==> src/rtl/gt_pattern_loader_ctrl.sv <==
// Command sequencer that loads the per-lane GT pattern SRAMs row by row and
// drives the playback enable and stretched clear pulse toward the GT data path.
module gt_pattern_loader_ctrl #(
    parameter int NUM_LANES   = 6,
    parameter int ADDR_W      = 8,
    parameter int DATA_W      = 32,
    parameter int RST_STRETCH = 8
) (
    input  logic              axilite_clk,
    input  logic              axilite_rstb,
    input  logic              cmd_valid,
    output logic              cmd_ready,
    input  logic [1:0]        cmd_op,
    input  logic [DATA_W-1:0] cmd_data,
    output logic [ADDR_W-1:0] ram_addr,
    output logic [DATA_W-1:0] ram_data,
    output logic              ram_we,
    output logic [3:0]        ram_idx,
    output logic              reg_start,
    output logic              reg_reset,
    output logic [ADDR_W:0]   rows,
    output logic              err,
    output logic [1:0]        state
);

    localparam int ROWS   = 2 ** ADDR_W;
    localparam int LANE_W = (NUM_LANES > 1) ? $clog2(NUM_LANES) : 1;
    localparam int CNT_W  = (RST_STRETCH > 1) ? $clog2(RST_STRETCH) : 1;

    localparam logic [1:0] OP_PUSH  = 2'd0;
    localparam logic [1:0] OP_START = 2'd1;
    localparam logic [1:0] OP_STOP  = 2'd2;
    localparam logic [1:0] OP_CLEAR = 2'd3;

    typedef enum logic [1:0] {
        ST_IDLE = 2'd0,
        ST_RUN  = 2'd1,
        ST_CLR  = 2'd2
    } state_t;

    state_t              state_q, state_d;
    logic [LANE_W-1:0]   lane_ptr_q, lane_ptr_d;
    logic [ADDR_W:0]     row_ptr_q, row_ptr_d;
    logic [CNT_W-1:0]    clr_cnt_q, clr_cnt_d;
    logic                err_q, err_d;
    logic                ram_we_q, ram_we_d;
    logic [ADDR_W-1:0]   ram_addr_q, ram_addr_d;
    logic [DATA_W-1:0]   ram_data_q, ram_data_d;
    logic [3:0]          ram_idx_q, ram_idx_d;
    logic                reg_start_q, reg_start_d;
    logic                reg_reset_q, reg_reset_d;
    logic                cmd_ready_q, cmd_ready_d;

    // Handshake: a command is consumed on every rising edge where
    // cmd_valid && cmd_ready; cmd_ready is registered and low while clearing.
    logic cmd_fire;
    logic full;
    logic row_last_lane;
    logic start_ok;
    logic clr_done;

    assign cmd_fire      = cmd_valid && cmd_ready_q;
    assign full          = (row_ptr_q == (ADDR_W + 1)'(ROWS));
    assign row_last_lane = (lane_ptr_q == LANE_W'(NUM_LANES - 1));
    assign start_ok      = (row_ptr_q != '0) && (lane_ptr_q == '0);
    assign clr_done      = (clr_cnt_q == '0);

    // State register
    always_ff @(posedge axilite_clk or negedge axilite_rstb) begin
        if (!axilite_rstb) begin
            state_q <= ST_IDLE;
        end else begin
            state_q <= state_d;
        end
    end

    // Next-state logic
    always_comb begin
        state_d = state_q;
        case (state_q)
            ST_IDLE: begin
                if (cmd_fire && cmd_op == OP_CLEAR) begin
                    state_d = ST_CLR;
                end else if (cmd_fire && cmd_op == OP_START && start_ok) begin
                    state_d = ST_RUN;
                end
            end
            ST_RUN: begin
                if (cmd_fire && cmd_op == OP_CLEAR) begin
                    state_d = ST_CLR;
                end else if (cmd_fire && cmd_op == OP_STOP) begin
                    state_d = ST_IDLE;
                end
            end
            ST_CLR: begin
                if (clr_done) begin
                    state_d = ST_IDLE;
                end
            end
            default: state_d = ST_IDLE;
        endcase
    end

    // Output / datapath next values; everything visible outside is registered.
    always_comb begin
        lane_ptr_d  = lane_ptr_q;
        row_ptr_d   = row_ptr_q;
        clr_cnt_d   = clr_cnt_q;
        err_d       = err_q;
        ram_we_d    = 1'b0;
        ram_addr_d  = ram_addr_q;
        ram_data_d  = ram_data_q;
        ram_idx_d   = ram_idx_q;
        reg_start_d = (state_d == ST_RUN);
        reg_reset_d = (state_d == ST_CLR);
        cmd_ready_d = (state_d != ST_CLR);

        if (state_q == ST_CLR) begin
            if (!clr_done) begin
                clr_cnt_d = clr_cnt_q - 1'b1;
            end
        end else if (cmd_fire) begin
            case (cmd_op)
                OP_PUSH: begin
                    // SRAMs are frozen while playing and never wrap once full.
                    if (state_q == ST_IDLE && !full) begin
                        ram_we_d   = 1'b1;
                        ram_idx_d  = 4'(lane_ptr_q);
                        ram_addr_d = row_ptr_q[ADDR_W-1:0];
                        ram_data_d = cmd_data;
                        if (row_last_lane) begin
                            lane_ptr_d = '0;
                            row_ptr_d  = row_ptr_q + 1'b1;
                        end else begin
                            lane_ptr_d = lane_ptr_q + 1'b1;
                        end
                    end else begin
                        err_d = 1'b1;
                    end
                end
                OP_START: begin
                    if (state_q == ST_IDLE && !start_ok) begin
                        err_d = 1'b1;
                    end
                end
                OP_STOP: begin
                end
                OP_CLEAR: begin
                    lane_ptr_d = '0;
                    row_ptr_d  = '0;
                    err_d      = 1'b0;
                    clr_cnt_d  = CNT_W'(RST_STRETCH - 1);
                end
                default: begin
                end
            endcase
        end
    end

    always_ff @(posedge axilite_clk or negedge axilite_rstb) begin
        if (!axilite_rstb) begin
            lane_ptr_q  <= '0;
            row_ptr_q   <= '0;
            clr_cnt_q   <= '0;
            err_q       <= 1'b0;
            ram_we_q    <= 1'b0;
            ram_addr_q  <= '0;
            ram_data_q  <= '0;
            ram_idx_q   <= '0;
            reg_start_q <= 1'b0;
            reg_reset_q <= 1'b0;
            cmd_ready_q <= 1'b0;
        end else begin
            lane_ptr_q  <= lane_ptr_d;
            row_ptr_q   <= row_ptr_d;
            clr_cnt_q   <= clr_cnt_d;
            err_q       <= err_d;
            ram_we_q    <= ram_we_d;
            ram_addr_q  <= ram_addr_d;
            ram_data_q  <= ram_data_d;
            ram_idx_q   <= ram_idx_d;
            reg_start_q <= reg_start_d;
            reg_reset_q <= reg_reset_d;
            cmd_ready_q <= cmd_ready_d;
        end
    end

    assign cmd_ready = cmd_ready_q;
    assign ram_addr  = ram_addr_q;
    assign ram_data  = ram_data_q;
    assign ram_we    = ram_we_q;
    assign ram_idx   = ram_idx_q;
    assign reg_start = reg_start_q;
    assign reg_reset = reg_reset_q;
    assign rows      = row_ptr_q;
    assign err       = err_q;
    assign state     = state_q;

    // Invariants the GT data path relies on.
    a_no_we_in_reset: assert property (@(posedge axilite_clk) disable iff (!axilite_rstb)
        !(ram_we_q && reg_reset_q));
    a_ready_vs_clr: assert property (@(posedge axilite_clk) disable iff (!axilite_rstb)
        (state_q == ST_CLR) |-> !cmd_ready_q);
    a_rows_bound: assert property (@(posedge axilite_clk) disable iff (!axilite_rstb)
        row_ptr_q <= (ADDR_W + 1)'(ROWS));

endmodule
==> config.mk <==
export PLATFORM = sky130hd
export DESIGN_NAME = gt_pattern_loader_ctrl
export DESIGN_NICKNAME = d
export VERILOG_FILES = /design/src/rtl/gt_pattern_loader_ctrl.sv
export SDC_FILE = /design/constraint.sdc
export NUM_CORES = 1
export LEC_CHECK = 0
export CELL_PAD_IN_SITES_DETAIL_PLACEMENT = 0
export CELL_PAD_IN_SITES_GLOBAL_PLACEMENT = 1
export CORE_UTILIZATION = 24
export DETAILED_ROUTE_END_ITERATION = 10
export GPL_TIMING_DRIVEN = 0
export PLACE_DENSITY_LB_ADDON = 0.3
export SYNTH_ARGS = -nofsm -noshare
export SYNTH_HDL_FRONTEND = slang
export SYNTH_SLANG_ARGS = --single-unit
export TNS_END_PERCENT = 100
==> constraint.sdc <==
create_clock -name axilite_clk -period 2.6 [get_ports axilite_clk]
set_input_delay 0.78 -clock axilite_clk [delete_from_list [all_inputs] [get_ports axilite_clk]]
set_output_delay 0.78 -clock axilite_clk [all_outputs]
set_load 0.005 [all_outputs]
==> results by group, run 1 <==
Run status
  • Outcome: completed

Clocking
  • H-tree depth: 3
  • CTS sink count: 65
  • Hold buffers post-CTS: 0
  • Clk_lat worst skew: between 0.3 and 0.4 ns
  • Clock Path Buffers: 2
  • TritonCTS Buffers: 9
  • CTS tree: yes
  • Root buffer cell: clkbuf_16
  • Clk pin slew, worst setup/hold paths: ~0.050 ns

Global route
  • Gr usage total: around 12%
  • GRT Residual Overflow: 0
  • First-pass GRT wire length: 11600 um
  • Vias in the first global route: roughly 2.3k
  • Largest net degree at the start of global routing: 66
  • Initial antenna violation count: 0

Timing
  • Final Cycle Share: a little over nine tenths
  • Final Skew: 0.00599 ns
  • RSZ-0062 raised after global routing: false
  • Max-slew headroom: 42.4%
  • Worst-Margin Slew: approximately 0.85 ns
  • Fmax: between 400 and 500 MHz
  • Final min period: 2.44 ns
  • Setup violations, final: 0
  • Max-slew violation count: 0
  • Final setup margin: approximately 0.16 ns
  • Hold Vio Cnt, Final: 0

Power and ir drop
  • Power density over the cells: 939 mW/mm^2
  • Combinational Power Share: around a third
  • Max VDD drop: 280 uV
  • Leakage: around 2.0 nW
  • Power Total: 0.00428 W
  • Psw: around 0.0012 W
  • Sw frac: 27.0%
  • Clock share of power: between 30% and 40%
  • Internal power: 0.00312 W
  • Sequential power share: 37.1%

Setup path
  • Critical path peak fanout: 7
  • Worst path arrival time: between 2 and 3 ns
  • Worst Setup Start Kind: input port
  • Crit end category: flip-flop
  • WP data required: between 2 and 3 ns
  • WS Path Type: input port to flip-flop

Floorplanning
  • Die area: between 0.01 and 0.015 mm^2
  • Die Ht: ~110 um
  • I/O pin total: 97
  • Core Area: about 0.012 mm^2
  • Die Span X: ~110 um
  • Row count: 40
  • Initial Util: between 20% and 30%

Final layout
  • Layout Area Growth over Synthesis: 50.4%
  • Area of the multi-input gates: ~0.0013 mm^2
  • Fill cells: roughly 1.2k
  • Seq. cell area: approximately 0.0016 mm^2
  • Nets: 392
  • Ant. Diodes: 0
  • Layout Utilization: 37.4%
  • Share of cells above drive strength 1: a little under a quarter

Routing
  • DRC errors left: 0
  • Pre-antenna DRT Iters: 4
  • Post-DRT Antenna Nets: 0
  • Average wire per standard cell: about 14 um
  • Via count: 2308
  • Vias per Instance: about 4.4
  • DRT iter0 DRCs: 92
  • Final Routed Wirelength: roughly 7400 um

Synthesis
  • Mean Syn Cell Area: 12.8 um^2
  • Unique masters post-synth: approximately 50
  • Synthesized area: ~0.003 mm^2
  • Top cells by count, synth: dfrtp_1 (65), mux2_2 (41), inv_1 (15)
  • Asr flop ratio synth: 100%
  • Area leader, netlist: dfrtp_1
  • Synth Register Bits: 65
  • Most frequent cell after synthesis: dfrtp_1
  • Synth area leaders: dfrtp_1 (54%), mux2_2 (15%), ha_1 (3.7%), inv_1 (1.9%), a21oi_1 (1.8%)
  • Top FF cell, synth: dfrtp_1
  • Synth warn: 0
  • EDFF count, synth: 0
  • Syn Nets: ~280
  • Cells after synthesis: 237
  • Post-synth top area share: between 50% and 60%
  • Seq/Total Area, Yosys: 53.7%

Placement
  • Post-detail-place hpwl: 5190 um
  • Port bufs: 95
  • Gpl congestion: 0.733
  • Setup slack at placement: -0.547 ns

Min path
  • Worst Hold Class: flip-flop to flip-flop

Run
  • Max_cap viols: 0
-- logic make-up after synthesis --
kind of cell             after synthesis  synth area share [%]
AND/OR/NAND/NOR                       57                  12.7
buffers and inverters                 23                  4.01
flip-flops                            65                  53.7
multiplexers                          48                  17.7
adder cells (fa/ha/maj)                9                  3.72
AO/OA/AOI/OAI                         34                  8.02
other                                  1                 0.124
-- repair_timing --
item / 4_1_cts / 5_1_grt
endpoints found under the setup margin: 47 / 45
setup buffers: 1 / 2
endpoints found under the hold margin: 0 / 0
gates resized for setup: 3 / 7
-- critical path, stage by stage --
cell and delay, ns:
clkdlybuf4s50_1 0.56, nand2_1 0.22, or4b_4 0.58, and2_4 0.17, a221o_1 0.34
-- area by class of cell --
cell class | count | area share, %
clock inverter | 6 | 2.01
buffer | 8 | 1.57
sequential | 65 | 35.7
clock buffer | 10 | 5.03
inverter | 15 | 1.24
timing repair buffer | 98 | 21.4
multi-input combinational | 149 | 28.4
tap | 168 | 4.62
-- final timing paths --
| check | startpoint | end | slack [ns] | depth (start not counted) |
|---|---|---|---|---|
| setup / recovery | cmd_valid | rows[7]$_DFFE_PN0P_ | 0.16 | 5 |
| hold / removal | clr_cnt_q[0]$_DFFE_PN0P_ | clr_cnt_q[0]$_DFFE_PN0P_ | 0.47 | 1 |
| setup reg to reg | rows[0]$_DFFE_PN0P_ | ram_data[17]$_DFFE_PN0P_ | 0.34 | 7 |
| hold reg to reg | clr_cnt_q[0]$_DFFE_PN0P_ | clr_cnt_q[0]$_DFFE_PN0P_ | 0.47 | 1 |
| max in group asynchronous | axilite_rstb | ram_addr[6]$_DFFE_PN0P_ | 1.50 | 1 |
| min in group asynchronous | axilite_rstb | state[0]$_DFF_PN0_ | 0.56 | 1 |
-- per-stage QoR --
step                setup TNS, ns  cell area [um^2]  cells  hold slack (ns)
global route                    0              4550    519            0.480
CTS                       -0.0141              4530    517            0.477
global placement          -128.05              4190    500            0.462
finish                          0              4550    519            0.471
floorplan                       0              3030    237            0.444
detailed placement         -26.39              4190    500            0.471
-- layout by cell type, fill, tap and decap left out, types with 3 or more instances in the layout --
cell and n:
nor4_1 4, nor2_1 5, nand3_1 3, nand2_1 4, clkdlybuf4s50_1 92, nand2b_1 3, o21ai_0 4, nor4b_1 4
nand4_1 5, nor3_1 3, o211ai_1 3, buf_6 3, ha_1 7, and3_1 7, mux2i_1 4, a211oi_1 3
dfrtp_1 65, inv_1 14, mux2_2 41, mux2_1 3, a221o_1 3, clkbuf_16 9, buf_4 5, a21oi_1 11
-- metal layers --
metal  vias to the layer above  GRT usage, %  wire length, um  part of all wire (%)
met5                         -             0                0                     0
met4                         0          3.38               59                  0.80
li1                       1088             -                -                     -
met1                      1134          13.8             3400                    46
met3                        11          4.61              463                   6.2
met2                        75          19.4             3500                    47
-- sequential cells by signal, summed over array words and instances, names as in the netlist --
signal      cells
ram_idx         3
rows            9
reg_start       1
ram_we          1
lane_ptr_q      3
reg_reset       1
state           2
clr_cnt_q       3
ram_data       32
err             1
cmd_ready       1
ram_addr        8
-- power by group through the flow --
stage                     clock network (W)  registers [W]  logic, W
final                               0.00131        0.00159   0.00138
after global routing                0.00139        0.00164   0.00151
after detailed placement                  0        0.00161   0.00139
after floorplan                           0        0.00160  0.000555
after global placement                    0        0.00159   0.00138
after CTS                           0.00135        0.00160   0.00140
Note: power is estimated with default switching activity, not from simulation.
==> run 2, diff against run 1 <==
--- a/config.mk
+++ b/config.mk
@@ -11,6 +11,8 @@
 export DETAILED_ROUTE_END_ITERATION = 10
 export GPL_TIMING_DRIVEN = 0
 export PLACE_DENSITY_LB_ADDON = 0.3
+export RECOVER_POWER = 25
+export REMOVE_ABC_BUFFERS = 1
 export SYNTH_ARGS = -nofsm -noshare
 export SYNTH_HDL_FRONTEND = slang
 export SYNTH_SLANG_ARGS = --single-unit
==> run 2 against run 1 <==
  * The run now ends with max-capacitance violations, max-slew violations left
  * Register-to-register slack is essentially flat
  * Critical path depth up 3
  * Routed wire length down 1.5%
  * Die area unchanged
  * First-iteration DRC count fell by 12%
  * Sequential share of layout area grew 0.22 points
  * Critical path type unchanged
  * Critical endpoint is now ram_data[22]$_DFFE_PN0P_
  * Largest cell class unchanged
==> results by group, run 2 (synthesized netlist as in run 1, its figures left out) <==
Floorplanning
  • I/O pin total: 97 (unchanged)
  • Die Span X: 114 um (unchanged)
  • Row count: 40 (unchanged)
  • Core Area: 0.0122 mm^2 (unchanged)
  • Initial Util: 24.9% (unchanged)
  • Die Ht: 114 um (unchanged)
  • Die area: 0.0131 mm^2 (unchanged)

Final layout
  • Share of cells above drive strength 1: 21.8% (-0.99 points)
  • Most frequent cells in the layout: clkdlybuf4s50_1 (92), dfrtp_1 (65), mux2_2 (40), inv_1 (14), a21oi_1 (11)
  • Nets: 385 (-1.8%)
  • Ant. Diodes: 0 (unchanged)
  • Fill cells: 1233 (+0.74%)
  • Max reg flops: 32 (unchanged)
  • Fin cells: 512 (-1.3%)
  • Commonest non-fill, non-tap cell in the layout: clkdlybuf4s50_1
  • Layout Area Growth over Synthesis: 49.5%

Clocking
  • Clk_lat worst skew: 0.34 ns (about the same)
  • CTS tree: yes
  • TritonCTS Buffers: 9 (unchanged)
  • Hold buffers post-CTS: 0 (unchanged)
  • Clock Path Buffers: 2 (unchanged)
  • Root buffer cell: clkbuf_16
  • H-tree depth: 3 (unchanged)
  • Clk pin slew, worst setup/hold paths: 0.05 ns (about the same)
  • CTS sink count: 65 (unchanged)

Setup path
  • RR Endpoint: ram_addr[2]$_DFFE_PN0P_
  • WP data required: 2.82 ns (about the same)
  • Reg2reg path depth: 5 (-2)
  • Cell family with most CP delay: buffers and inverters
  • Critical Path Stages: 8 (+3)
  • Critical path's largest stage delay: 0.40 ns (-0.18 ns)
  • Crit end category: flip-flop
  • CP Launch Point: cmd_op[0]
  • Critical path peak fanout: 22 (+15)
  • WS Path Type: input port to flip-flop
  • Critical-path cell list: dlygate4sd2_1, inv_2, ha_2, or3b_1, a21oi_4, buf_4, nand2_8, mux2_1
  • FF-to-FF Start: rows[3]$_DFFE_PN0P_
  • Worst path arrival time: 2.66 ns (about the same)
  • CP max stage cell: or3b_1
  • Worst Setup Start Kind: input port
  • CP Buf/Inv Count: 3 (+2)
  • R2r setup slk: 0.35 ns (about the same)

Global route
  • Gr usage total: 12.2% (+0.53 points)
  • Initial antenna violation count: 0 (unchanged)
  • Vias in the first global route: 2304 (+0.70%)
  • GRT Residual Overflow: 0 (unchanged)
  • First-pass GRT wire length: 12000 um (+2.9%)
  • Largest net degree at the start of global routing: 66 (unchanged)

Min path
  • Hold Path End: clr_cnt_q[0]$_DFFE_PN0P_
  • Worst Hold Class: flip-flop to flip-flop
  • HP Start: clr_cnt_q[0]$_DFFE_PN0P_
  • Hold-critical path depth: 1 (unchanged)

Power and ir drop
  • Power Total: 0.00424 W (-0.75%)
  • Max VDD drop: 399 uV (+42%)
  • Power density over the cells: 938 mW/mm^2 (-0.15%)
  • Leakage: 2.00 nW (-1.9%)

Timing
  • Max-slew headroom: -11.1% (-53 points)
  • Max-slew violation count: 66 (+66)
  • Hold WS: 0.469 ns (-0.00271 ns)
  • Worst-Margin Slew: 1.67 ns (+0.814 ns)
  • RSZ-0062 raised after global routing: false
  • Fmax: 410 MHz (about the same)
  • Final setup margin: 0.159 ns (-0.000887 ns)
  • Setup violations, final: 0 (unchanged)
  • Final Cycle Share: 93.9% (about the same)
  • Final Skew: 0.00806 ns (+0.00207 ns)
  • Final min period: 2.44 ns (+0.000887 ns)
  • Hold Vio Cnt, Final: 0 (unchanged)

Placement
  • Setup slack at placement: -0.804 ns (-0.257 ns)
  • Post-detail-place hpwl: 4660 um (-10%)
  • Port bufs: 95 (unchanged)
  • Gpl congestion: 0.730 (-0.42%)
  • Placed insts: 492 (-1.6%)

Routing
  • Vias per Instance: 4.41 (-0.87%)
  • Post-DRT Antenna Nets: 0 (unchanged)
  • DRT iter0 DRCs: 81 (-12%)
  • Pre-antenna DRT Iters: 4 (unchanged)
  • Average wire per standard cell: 14.3 um (-0.19%)
  • DRC errors left: 0 (unchanged)
  • Via count: 2257 (-2.2%)
  • Final Routed Wirelength: 7310 um (-1.5%)

Run status
  • Outcome: complete, but fails checks
  • Failing checks: max-capacitance violations, max-slew violations

Run
  • Max_cap viols: 1 (+1)
run 2: cell types whose count changed in the layout (fill, tap and decap cells not counted), sizes merged:
cell,delta
buf,-8
bufinv,-1
clkbuf,+4
clkinv,-2
dlygate4sd2,+2
dlymetal6s2s,-2
inv,-1
nand2,+1
run 2: area by class of cell:
class	count	area, um^2	share of cell area, %
well taps	168	210	4.64
clock inverters	2	35.0	0.774
multi-input cells	150	1350	29.7
clock buffers	14	274	6.05
inverters	15	56.3	1.24
flip-flops and latches	65	1630	35.9
repair buffers	98	978	21.6
run 2: layer usage:
layer	vias to the layer above	track usage [%]	part of all wire, %
met5	-	0	0
met4	0	4.42	1.4
met3	11	4.98	6.0
met2	62	20.0	49
met1	1113	14.2	44
li1	1071	-	-
run 2: worst max-delay path by stage:
stage                               endpoint
floorplan           ram_data[22]$_DFFE_PN0P_
global placement    ram_data[14]$_DFFE_PN0P_
detailed placement       rows[7]$_DFFE_PN0P_
CTS                 ram_data[22]$_DFFE_PN0P_
global route         ram_data[8]$_DFFE_PN0P_
finish              ram_data[22]$_DFFE_PN0P_
run 2: what timing repair did:
| item | CTS | global route |
|---|---|---|
| buffers inserted | 3 | 0 |
| gates cloned | 1 | 0 |
| endpoints found under the setup margin | 51 | 21 |
| resized for setup | 12 | 1 |
run 2: power breakdown:
| group | leakage, nW | switching [W] | internal, W | total, W |
|---|---|---|---|---|
| clock | 0.153 | 0.000429 | 0.000819 | 0.00125 |
| sequential | 0.813 | 0.000217 | 0.00137 | 0.00158 |
| combinational | 1.03 | 0.000481 | 0.000930 | 0.00141 |
| total | 2.00 | 0.00113 | 0.00312 | 0.00424 |
run 2: metrics by stage:
| step | cell area [um^2] | util [%] | TNS [ns] |
|---|---|---|---|
| after floorplan | 2960 | - | 0 |
| after global placement | 4120 | 33.9 | -146.82 |
| after detailed placement | 4120 | 33.9 | -37.53 |
| after CTS | 4520 | 37.2 | 0 |
| after global routing | 4530 | 37.2 | 0 |
| final | 4530 | 37.2 | 0 |
==> run 3, diff against run 2 <==
--- a/config.mk
+++ b/config.mk
@@ -16,4 +16,4 @@
 export SYNTH_ARGS = -nofsm -noshare
 export SYNTH_HDL_FRONTEND = slang
 export SYNTH_SLANG_ARGS = --single-unit
-export TNS_END_PERCENT = 100
+export TNS_END_PERCENT = 5
==> run 3 against run 2 <==
  * The flow still finishes with violations (max-capacitance violations, max-slew violations)
  * First-iteration DRC count increased by 1.2%
  * Non-clock buffer count is the same
  * Utilization is essentially flat
  * Global-route usage stayed put
  * Cell count stayed put
==> results by group, run 3 (synthesized netlist as in run 1, its figures left out) <==
Setup path
  • R2r setup slk: 0.26 ns (-0.09 ns)
  • Critical path peak fanout: 7 (-68%)
  • Critical-path cell list: clkdlybuf4s50_1, nand2_1, or4b_4, and2_4, a221o_1
  • Cell family with most CP delay: simple AND/OR/NAND/NOR gates
  • Reg2reg path depth: 7 (+2)
  • CP Buf/Inv Count: 1 (-2)
  • FF-to-FF Start: rows[1]$_DFFE_PN0P_
  • WS Path Type: input port to flip-flop
  • WP data required: 2.82 ns (about the same)
  • Crit end category: flip-flop
  • Worst path arrival time: 2.64 ns (-0.02 ns)
  • Critical path's largest stage delay: 0.59 ns (+0.19 ns)
  • Worst Setup Start Kind: input port
  • CP max stage cell: or4b_4
  • RR Endpoint: ram_data[30]$_DFFE_PN0P_

Routing
  • Final Routed Wirelength: 7300 um (-0.14%)
  • Via count: 2249 (-0.35%)
  • DRT iter0 DRCs: 82 (+1.2%)
  • Post-DRT Antenna Nets: 0 (unchanged)
  • Pre-antenna DRT Iters: 4 (unchanged)
  • Average wire per standard cell: 14.3 um (-0.14%)
  • DRC errors left: 0 (unchanged)
  • Vias per Instance: 4.39 (-0.35%)

Floorplanning
  • Die Span X: 114 um (unchanged)
  • Die area: 0.0131 mm^2 (unchanged)
  • Row count: 40 (unchanged)
  • Die Ht: 114 um (unchanged)
  • Initial Util: 24.9% (unchanged)
  • Core Area: 0.0122 mm^2 (unchanged)
  • I/O pin total: 97 (unchanged)

Global route
  • GRT Residual Overflow: 0 (unchanged)
  • Routing usage on met1: 14.2% (-0.033 points)
  • GR peak layer: met2
  • Largest net degree at the start of global routing: 66 (unchanged)
  • Met2 Use GR: 20.0% (+0.040 points)
  • First-pass GRT wire length: 11900 um (-0.28%)
  • Vias in the first global route: 2294 (-0.43%)
  • Met3 usage: 4.98% (unchanged)
  • Gr usage total: 12.2% (unchanged)
  • Initial antenna violation count: 0 (unchanged)

Clocking
  • Clk_lat worst skew: 0.34 ns (about the same)
  • Clk pin slew, worst setup/hold paths: 0.05 ns (about the same)
  • Clock Path Buffers: 2 (unchanged)
  • H-tree depth: 3 (unchanged)
  • CTS sink count: 65 (unchanged)
  • Hold buffers post-CTS: 0 (unchanged)
  • CTS tree: yes
  • Root buffer cell: clkbuf_16
  • TritonCTS Buffers: 9 (unchanged)

Timing
  • Hold Vio Cnt, Final: 0 (unchanged)
  • Final Skew: 0.00812 ns (+0.0000580 ns)
  • Worst-Margin Slew: 1.67 ns (-0.00101 ns)
  • Final Cycle Share: 93.2% (-0.72 points)
  • RSZ-0062 raised after global routing: false
  • Final min period: 2.42 ns (-0.0188 ns)
  • Setup TNS: 0 ns (unchanged)
  • Fmax: 413 MHz (+0.78%)
  • Max-slew headroom: -11.0% (+0.067 points)
  • Max-slew violation count: 66 (unchanged)
  • Setup violations, final: 0 (unchanged)

Min path
  • HP Start: clr_cnt_q[0]$_DFFE_PN0P_
  • Worst Hold Class: flip-flop to flip-flop
  • Hold-critical path depth: 1 (unchanged)
  • Hold Path End: clr_cnt_q[0]$_DFFE_PN0P_

Placement
  • Port bufs: 95 (unchanged)
  • Placed insts: 492 (unchanged)
  • Gpl congestion: 0.730 (unchanged)
  • Dpl cell area: 0.00412 mm^2 (unchanged)
  • Post-detail-place hpwl: 4660 um (unchanged)

Final layout
  • Nets: 385 (unchanged)
  • Max reg flops: 32 (unchanged)
  • Share of cells above drive strength 1: 21.2% (-0.58 points)
  • Fill cells: 1229 (-0.32%)
  • Layout Area Growth over Synthesis: 49.5% (about the same)
  • Ant. Diodes: 0 (unchanged)
  • Commonest non-fill, non-tap cell in the layout: clkdlybuf4s50_1
  • Most frequent cells in the layout: clkdlybuf4s50_1 (92), dfrtp_1 (65), mux2_2 (41), inv_1 (14), a21oi_1 (11)
  • Fin cells: 512 (unchanged)
  • Final instance area: 0.00453 mm^2 (about the same)

Power and ir drop
  • Power density over the cells: 936 mW/mm^2 (-0.19%)
  • Max VDD drop: 399 uV (about the same)
  • Leakage: 1.99 nW (-0.37%)

Run status
  • Failing checks: max-capacitance violations, max-slew violations
  • Outcome: complete, but fails checks

Run
  • Max_cap viols: 1 (unchanged)
## run 3: routing by layer
| layer | up-vias | part of all wire (%) |
|---|---|---|
| met1 | 1105 | 44 |
| met5 | - | 0 |
| met3 | 12 | 6.1 |
| met4 | 0 | 1.5 |
| met2 | 64 | 49 |
| li1 | 1068 | - |
## run 3: layout make-up
type	instances	area, um^2	area share (%)
clock buffer	14	274	6.05
sequential	65	1630	35.9
multi-input combinational	150	1340	29.6
clock inverter	2	35.0	0.774
inverter	15	56.3	1.24
timing repair buffer	98	986	21.8
tap	168	210	4.64
## run 3: worst max path at each step
stage / end / slack, ns / depth (start not counted) / from
6_report: rows[7]$_DFFE_PN0P_ / 0.18 / 5 / cmd_valid
3_3_place_gp: ram_data[14]$_DFFE_PN0P_ / -1.71 / 1 / axilite_rstb
3_5_place_dp: rows[7]$_DFFE_PN0P_ / -0.80 / 5 / cmd_op[1]
4_1_cts: rows[7]$_DFFE_PN0P_ / -0.12 / 5 / cmd_op[1]
5_1_grt: ram_data[30]$_DFFE_PN0P_ / 0.06 / 7 / rows[0]$_DFFE_PN0P_
2_1_floorplan: ram_data[22]$_DFFE_PN0P_ / 0.15 / 6 / cmd_op[0]
## run 3: worst reg2reg max path: stages (launching register included)
cell and delay [ns]:
dfrtp_1 0.44, inv_1 0.08, ha_1 0.17, nor4b_1 0.62, a21oi_4 0.13, buf_4 0.20
nand2_8 0.17, mux2_2 0.39
## run 3: metrics by stage
| step | power (W) | setup slack, ns | hold WS [ns] | util (%) |
|---|---|---|---|---|
| 3_3_place_gp | 0.00295 | -1.71 | 0.464 | 33.9 |
| 6_report | 0.00424 | 0.178 | 0.469 | 37.2 |
| 5_1_grt | 0.00454 | 0.0557 | 0.514 | 37.2 |
| 2_1_floorplan | 0.00215 | 0.151 | 0.444 | - |
| 3_5_place_dp | 0.00297 | -0.804 | 0.469 | 33.9 |
| 4_1_cts | 0.00432 | -0.124 | 0.473 | 37.1 |
## run 3: where the power goes
part	switching [W]	leakage (nW)	internal, W
clock	0.000430	0.153	0.000819
sequential	0.000217	0.813	0.00137
combinational	0.000485	1.02	0.000920
total	0.00113	1.99	0.00311
## run 3: timing repair
| item | 4_1_cts | 5_1_grt |
|---|---|---|
| gates resized for setup | 7 | 4 |
| endpoints found under the hold margin | 0 | 0 |
| setup endpoints to repair | 51 | 50 |
| cloned | 1 | 0 |
| buffers inserted | 3 | 0 |
